File: src/rtl/x_chopper_ctrl_if.sv
// Monitored x_chopper input handshake plus the config/hold signals returned to the datapath.
// The master side is the upstream stream source; the slave side is the sequencer.
interface x_chopper_ctrl_if;
    logic        mon_tvalid;
    logic        mon_tready;
    logic        mon_tlast;
    logic [3:0]  mon_tuser;
    logic [15:0] aclk_x_start;
    logic [15:0] aclk_x_size;
    logic [3:0]  aclk_x_scale;
    logic        aclk_x_reverse;
    logic        stream_hold;

    modport master (
        output mon_tvalid, mon_tready, mon_tlast, mon_tuser,
        input  aclk_x_start, aclk_x_size, aclk_x_scale, aclk_x_reverse, stream_hold
    );

    modport slave (
        input  mon_tvalid, mon_tready, mon_tlast, mon_tuser,
        output aclk_x_start, aclk_x_size, aclk_x_scale, aclk_x_reverse, stream_hold
    );
endinterface

File: src/rtl/x_chopper_ctrl.sv
// Frame-synchronous ROI config sequencer: validates host updates, applies them between frames (3 cycles in IDLE).
// Backpressure: stream_hold stalls upstream only while an update is being applied between frames.
module x_chopper_ctrl #(
    parameter int MAX_X_SIZE = 4096
) (
    input  logic                aclk,
    input  logic                aclk_reset,
    input  logic [15:0]         reg_x_start,
    input  logic [15:0]         reg_x_size,
    input  logic [3:0]          reg_x_scale,
    input  logic                reg_x_reverse,
    input  logic                reg_update,
    input  logic                err_clr,
    x_chopper_ctrl_if.slave     bus,
    output logic                cfg_busy,
    output logic [15:0]         frame_cnt,
    output logic [15:0]         line_cnt,
    output logic [15:0]         last_frame_lines,
    output logic [2:0]          err
);

    typedef enum logic [1:0] {
        S_IDLE,
        S_LOAD,
        S_IN_FRAME
    } state_t;

    state_t      state, state_nxt;
    logic        pending, pending_nxt;
    logic [15:0] stg_start, stg_size;
    logic [3:0]  stg_scale;
    logic        stg_reverse;
    logic [15:0] cfg_start, cfg_size;
    logic [3:0]  cfg_scale;
    logic        cfg_reverse;

    logic        acc, sof, eof, sol, eol;
    logic        in_frame_eff, frame_done, hold;
    logic [16:0] sum;
    logic        cfg_ok, cfg_bad;
    logic [15:0] line_nxt;
    logic [2:0]  err_evt;

    // tlast is deliberately ignored: framing comes from tuser alone.
    logic unused_tlast;
    assign unused_tlast = bus.mon_tlast;

    always_comb begin
        state_nxt    = state;
        acc          = bus.mon_tvalid & bus.mon_tready;
        sof          = acc & bus.mon_tuser[0];
        eof          = acc & bus.mon_tuser[1];
        sol          = acc & bus.mon_tuser[2];
        eol          = acc & bus.mon_tuser[3];
        // A SOF opens the frame before the rest of the same beat is decoded.
        in_frame_eff = (state == S_IN_FRAME) | sof;
        frame_done   = in_frame_eff & eof;
        hold         = ((state == S_IDLE) & pending) | (state == S_LOAD);

        sum     = {1'b0, reg_x_start} + {1'b0, reg_x_size};
        cfg_ok  = reg_update & (reg_x_size != 16'd0) & (sum <= 17'(MAX_X_SIZE));
        cfg_bad = reg_update & ~cfg_ok;

        line_nxt = line_cnt;
        if (sof) begin
            line_nxt = 16'd0;
        end
        if (in_frame_eff & (eol | eof)) begin
            line_nxt = line_nxt + 16'd1;
        end

        err_evt = {acc & hold,
                   (sof & (state == S_IN_FRAME)) | ((sol | eol | eof) & ~in_frame_eff),
                   cfg_bad};

        // A fresh capture in the LOAD cycle re-arms pending for a second LOAD.
        pending_nxt = (pending & (state != S_LOAD)) | cfg_ok;

        if (in_frame_eff) begin
            state_nxt = frame_done ? S_IDLE : S_IN_FRAME;
        end else if ((state == S_IDLE) & pending) begin
            state_nxt = S_LOAD;
        end else begin
            state_nxt = S_IDLE;
        end
    end

    always_ff @(posedge aclk) begin
        if (aclk_reset) begin
            state            <= S_IDLE;
            pending          <= 1'b0;
            stg_start        <= 16'd0;
            stg_size         <= 16'(MAX_X_SIZE);
            stg_scale        <= 4'd0;
            stg_reverse      <= 1'b0;
            cfg_start        <= 16'd0;
            cfg_size         <= 16'(MAX_X_SIZE);
            cfg_scale        <= 4'd0;
            cfg_reverse      <= 1'b0;
            frame_cnt        <= 16'd0;
            line_cnt         <= 16'd0;
            last_frame_lines <= 16'd0;
            err              <= 3'd0;
        end else begin
            state   <= state_nxt;
            pending <= pending_nxt;
            if (state == S_LOAD) begin
                cfg_start   <= stg_start;
                cfg_size    <= stg_size;
                cfg_scale   <= stg_scale;
                cfg_reverse <= stg_reverse;
            end
            if (cfg_ok) begin
                stg_start   <= reg_x_start;
                stg_size    <= reg_x_size;
                stg_scale   <= reg_x_scale;
                stg_reverse <= reg_x_reverse;
            end
            line_cnt <= line_nxt;
            if (frame_done) begin
                last_frame_lines <= line_nxt;
                frame_cnt        <= frame_cnt + 16'd1;
            end
            err <= (err_clr ? 3'd0 : err) | err_evt;
        end
    end

    assign bus.aclk_x_start   = cfg_start;
    assign bus.aclk_x_size    = cfg_size;
    assign bus.aclk_x_scale   = cfg_scale;
    assign bus.aclk_x_reverse = cfg_reverse;
    assign bus.stream_hold    = hold;
    assign cfg_busy           = pending;

endmodule

File: src/flat_wrapper.sv
// flat-port wrapper written by rule: the top's interface ports become plain ports
module x_chopper_ctrl_flat 
#(
    parameter int MAX_X_SIZE = 4096
)
  (aclk, aclk_reset, reg_x_start, reg_x_size, reg_x_scale, reg_x_reverse, reg_update, err_clr, cfg_busy, frame_cnt, line_cnt, last_frame_lines, err, bus_mon_tvalid, bus_mon_tready, bus_mon_tlast, bus_mon_tuser, bus_aclk_x_start, bus_aclk_x_size, bus_aclk_x_scale, bus_aclk_x_reverse, bus_stream_hold);
  x_chopper_ctrl_if bus_i ();
  input  logic aclk;
  input  logic aclk_reset;
  input  logic [15:0] reg_x_start;
  input  logic [15:0] reg_x_size;
  input  logic [3:0] reg_x_scale;
  input  logic reg_x_reverse;
  input  logic reg_update;
  input  logic err_clr;
  output logic cfg_busy;
  output logic [15:0] frame_cnt;
  output logic [15:0] line_cnt;
  output logic [15:0] last_frame_lines;
  output logic [2:0] err;
  input wire logic [$bits(bus_i.mon_tvalid)-1:0] bus_mon_tvalid;
  input wire logic [$bits(bus_i.mon_tready)-1:0] bus_mon_tready;
  input wire logic [$bits(bus_i.mon_tlast)-1:0] bus_mon_tlast;
  input wire logic [$bits(bus_i.mon_tuser)-1:0] bus_mon_tuser;
  output wire logic [$bits(bus_i.aclk_x_start)-1:0] bus_aclk_x_start;
  output wire logic [$bits(bus_i.aclk_x_size)-1:0] bus_aclk_x_size;
  output wire logic [$bits(bus_i.aclk_x_scale)-1:0] bus_aclk_x_scale;
  output wire logic [$bits(bus_i.aclk_x_reverse)-1:0] bus_aclk_x_reverse;
  output wire logic [$bits(bus_i.stream_hold)-1:0] bus_stream_hold;
  assign bus_i.mon_tvalid = bus_mon_tvalid;
  assign bus_i.mon_tready = bus_mon_tready;
  assign bus_i.mon_tlast = bus_mon_tlast;
  assign bus_i.mon_tuser = bus_mon_tuser;
  assign bus_aclk_x_start = bus_i.aclk_x_start;
  assign bus_aclk_x_size = bus_i.aclk_x_size;
  assign bus_aclk_x_scale = bus_i.aclk_x_scale;
  assign bus_aclk_x_reverse = bus_i.aclk_x_reverse;
  assign bus_stream_hold = bus_i.stream_hold;
  x_chopper_ctrl #(.MAX_X_SIZE(MAX_X_SIZE)) u_core (.aclk(aclk), .aclk_reset(aclk_reset), .reg_x_start(reg_x_start), .reg_x_size(reg_x_size), .reg_x_scale(reg_x_scale), .reg_x_reverse(reg_x_reverse), .reg_update(reg_update), .err_clr(err_clr), .bus(bus_i), .cfg_busy(cfg_busy), .frame_cnt(frame_cnt), .line_cnt(line_cnt), .last_frame_lines(last_frame_lines), .err(err));
endmodule
File: config.mk
export PLATFORM = sky130hd
export DESIGN_NAME = x_chopper_ctrl_flat
export DESIGN_NICKNAME = d
export VERILOG_FILES = /design/src/rtl/x_chopper_ctrl_if.sv /design/src/rtl/x_chopper_ctrl.sv /design/src/flat_wrapper.sv
export SDC_FILE = /design/constraint.sdc
export NUM_CORES = 1
export LEC_CHECK = 0
export ABC_AREA = 1
export ABC_CLOCK_PERIOD_IN_PS = 3200
export CAP_MARGIN = 25
export CELL_PAD_IN_SITES_DETAIL_PLACEMENT = 1
export CELL_PAD_IN_SITES_GLOBAL_PLACEMENT = 1
export CORE_ASPECT_RATIO = 1.1
export CORE_MARGIN = 2
export CORE_UTILIZATION = 38
export CTS_BUF_LIST = sky130_fd_sc_hd__clkbuf_8
export DETAILED_ROUTE_END_ITERATION = 8
export MAX_ROUTING_LAYER = met4
export PLACE_DENSITY_LB_ADDON = 0.1
export SYNTH_ARGS = -nofsm -noshare
export SYNTH_HDL_FRONTEND = slang
export SYNTH_SLANG_ARGS = --single-unit
File: constraint.sdc
create_clock -name aclk -period 3.2 [get_ports aclk]
set_input_delay 0.96 -clock aclk [delete_from_list [all_inputs] [get_ports aclk]]
set_output_delay 0.96 -clock aclk [all_outputs]
set_load 0.05 [all_outputs]
==> flow_summary.ini <==
[run_status]
outcome = complete, no violations

[synthesis]
synth_edf_count = 0
netlist_area_um2 = 6550
synth_fp_nets = 999
ys_types = 44
synth.yosys.seq_area_share_pct = 39.1
yosysTopAreaCell = dfxtp_1
syn_inst = 932
synth-seq-cells = 128
synth_ff_type = dfxtp_1
synth.top_cell.area_share_pct = 39.1
avgSynthCellArea_um2 = 7.03
ys.warnings.count = 0
async_flop_share_pct = 0
synth.top_cells.by_area = dfxtp_1, nand2_1, nor2_1

[clock_tree]
clk_pin_slew_ns = 0.08
ctsLongestPathBuffers = 2
cts_root_buf = clkbuf_8
clock_sinks = 128
clk_latency_ns = 0.44
cts_max_level = 4
hold_buffers = 0
cts_inserted_buffers = 17
cts_tree = done

[power_and_ir_drop]
p_int_mw = 2.89
p_seq_share_pct = 40.8
ir_drop_mv = 0.226
p_per_area_nw_per_um2 = 435
total_power_mw = 4.04
switching_share_pct = 28.4
clkPwrFrac_pct = 37.3
power_switching_mw = 1.15
power.leakage_nw = 4.14
combPwrFrac_pct = 21.8

[place]
hpwlAfterDp_um = 15100
finalWeightedCongestion = 0.814
port_buffers = 136
place_area_um2 = 8620
dp_worst_setup_slack_ns = -0.570

[final_layout]
diodes = 0
fin_area_um2 = 9290
drive_above_1_share_pct = 16.2
syn2layout_area_growth_pct = 41.8
n_fill_cell = 2137
finalNetCount = 1196

[floorplanning]
ios = 138
die_w_um = 129
start_util_pct = 38.6
dieArea_um2 = 18300
num_rows = 50
core_um2 = 17000
die_h_um = 142

[worst_hold_path]
hold_class = reg2reg
hold_depth = 2
hold_path_startpoint = u_core.stg_size[12]

[critical_path]
critical_path_class = in2reg
r2r_start = u_core.state[1]
path_max_fanout = 5
reg2regPathDepth = 13
worstPathRequired_ns = 3.53
start_kind = primary input
cp-end-kind = register
arrival_ns = 3.45
cp-startpoint = reg_x_size[0]

[detailed_routing]
drc = 0
drtAntennaViolNets = 0
wl_per_cell_um = 14.7
via_count = 6706
via_per_inst = 4.87
firstDrtPassIters = 4
drt_iter0_markers = 295
wl_um = 20200

[sta]
hold_viol_final = 0
worst_slack_ns = 0.0748
max_freq_mhz = 320
min_period_over_period_pct = 97.7
period_needed_ns = 3.13
slew_headroom_pct = 61.7
slew_violations = 0
skew_ns = 0.0116
fin_tns_setup_ns = 0
setup_viol = 0
worst_pin_slew_ns = 0.573

[flow_run]
cap_viol_max_count = 0

[global_route]
grt_pass1_vias = 6791
antenna_found_initial = 0
grt-ovfl-total = 0
grt_start_max_net_pins = 47
grt_usage_pct = 23.3
grt_pass1_wl_um = 33000
[critical path, stage by stage]
cell           delay [ns]
dlygate4sd2_1        0.25
ha_2                 0.21
fa_2                 0.44
or2_4                0.24
nor2_2               0.08
nand3_1              0.09
nor2_1               0.11
nand3_1              0.13
nor2_1               0.12
nand3_1              0.12
nand2_4              0.12
buf_6                0.14
bufbuf_16            0.26
nand3b_1             0.08
nand2_1              0.06
nor2_1               0.04
[sequential cells by signal, summed over array words and instances, names as in the netlist, 2 cells and up]
| name | flops |
|---|---|
| u_core.bus.aclk_x_size | 16 |
| u_core.bus.aclk_x_start | 16 |
| u_core.frame_cnt | 16 |
| u_core.last_frame_lines | 16 |
| u_core.line_cnt | 16 |
| u_core.stg_size | 16 |
| u_core.stg_start | 16 |
| u_core.bus.aclk_x_scale | 4 |
| u_core.stg_scale | 4 |
| u_core.err | 3 |
| u_core.state | 2 |
[area by class of cell]
type                       instances  area (um2)  area share, %
multi-input combinational        669        3470           37.3
clock inverter                    15         194           2.09
inverter                          94         353           3.80
timing repair buffer             219        2190           23.6
clock buffer                      17         234           2.52
sequential                       128        2560           27.6
tap                              234         293           3.15
[cells by family (layout without fill, tap and decap cells)]
| family | Yosys count | after routing | share of synthesized area (%) |
|---|---|---|---|
| buffers and inverters | 135 | 345 | 9.47 |
| AO/OA/AOI/OAI | 137 | 137 | 12.4 |
| adder cells (fa/ha/maj) | 19 | 19 | 3.74 |
| XOR/XNOR | 14 | 14 | 1.87 |
| AND/OR/NAND/NOR | 499 | 499 | 33.4 |
| flip-flops | 128 | 128 | 39.1 |
[timing repair]
action                                  CTS  global route
setup buffers                             6             1
gates resized for setup                  16            14
cloned                                    3             0
endpoints found under the setup margin   39            23
pin swaps                                 8             7
[final timing paths]
path	endpoint	slack (ns)
setup / recovery	u_core.stg_size[13]	0.07
hold / removal	u_core.stg_size[12]	0.46
setup reg to reg	u_core.last_frame_lines[9]	1.31
hold reg to reg	u_core.stg_size[12]	0.46
[cells in the mapped netlist (2+ instances only)]
cell type,n
clkbuf_1,19
o21ai_0,50
o21a_1,3
a21oi_2,22
nand3_1,63
a21o_1,2
o22ai_1,2
or2_2,2
inv_1,89
buf_2,3
nor2_1,176
dfxtp_1,128
ha_1,18
nor3_1,10
a21oi_1,50
inv_2,4
nand2_1,182
buf_6,10
nand4_1,10
nor3b_1,2
buf_1,5
xor2_1,13
nand2_2,7
nand3b_1,28
nor2_2,14
buf_4,2
[metal layers]
layer,wire length (um),global-route usage (%),vias up
li1,-,-,3381
met1,8720,26.6,3191
met2,10500,41.5,116
met3,609,3.66,18
met4,346,7.49,0
met5,0,-,-
[through the flow]
stage / hold WS, ns / cells / util, %
floorplan: 0.429 / 932 / -
global placement: 0.440 / 1334 / 50.8
detailed placement: 0.444 / 1334 / 50.8
CTS: 0.464 / 1375 / 54.3
global route: 0.488 / 1376 / 54.8
finish: 0.461 / 1376 / 54.8
[cells in the final DEF (no fill, tap or decap), drive strengths merged, types with 2 or more instances in the layout]
cell type	instances
nor3b	3
clkdlybuf4s50	127
bufinv	4
buf	83
nand4	10
a21oi	72
nor3	10
o21a	3
nand3	63
nor2	191
clkbuf	17
a21o	2
xor2	13
o21ai	52
nand2	190
inv	96
dlygate4sd2	3
dfxtp	128
ha	18
clkinv	7
nand3b	28
or2	2
clkinvlp	2
o22ai	2
dlymetal6s2s	5
[power groups by stage]
stage / Combinational, mW / Sequential, mW / Clock [mW]
3_3_place_gp: 0.750 / 1.68 / 0
3_5_place_dp: 0.766 / 1.69 / 0
2_1_floorplan: 0.399 / 1.74 / 0
5_1_grt: 0.962 / 1.65 / 1.62
6_report: 0.882 / 1.65 / 1.51
4_1_cts: 0.870 / 1.65 / 1.55
(Power assumes the default switching activity.)
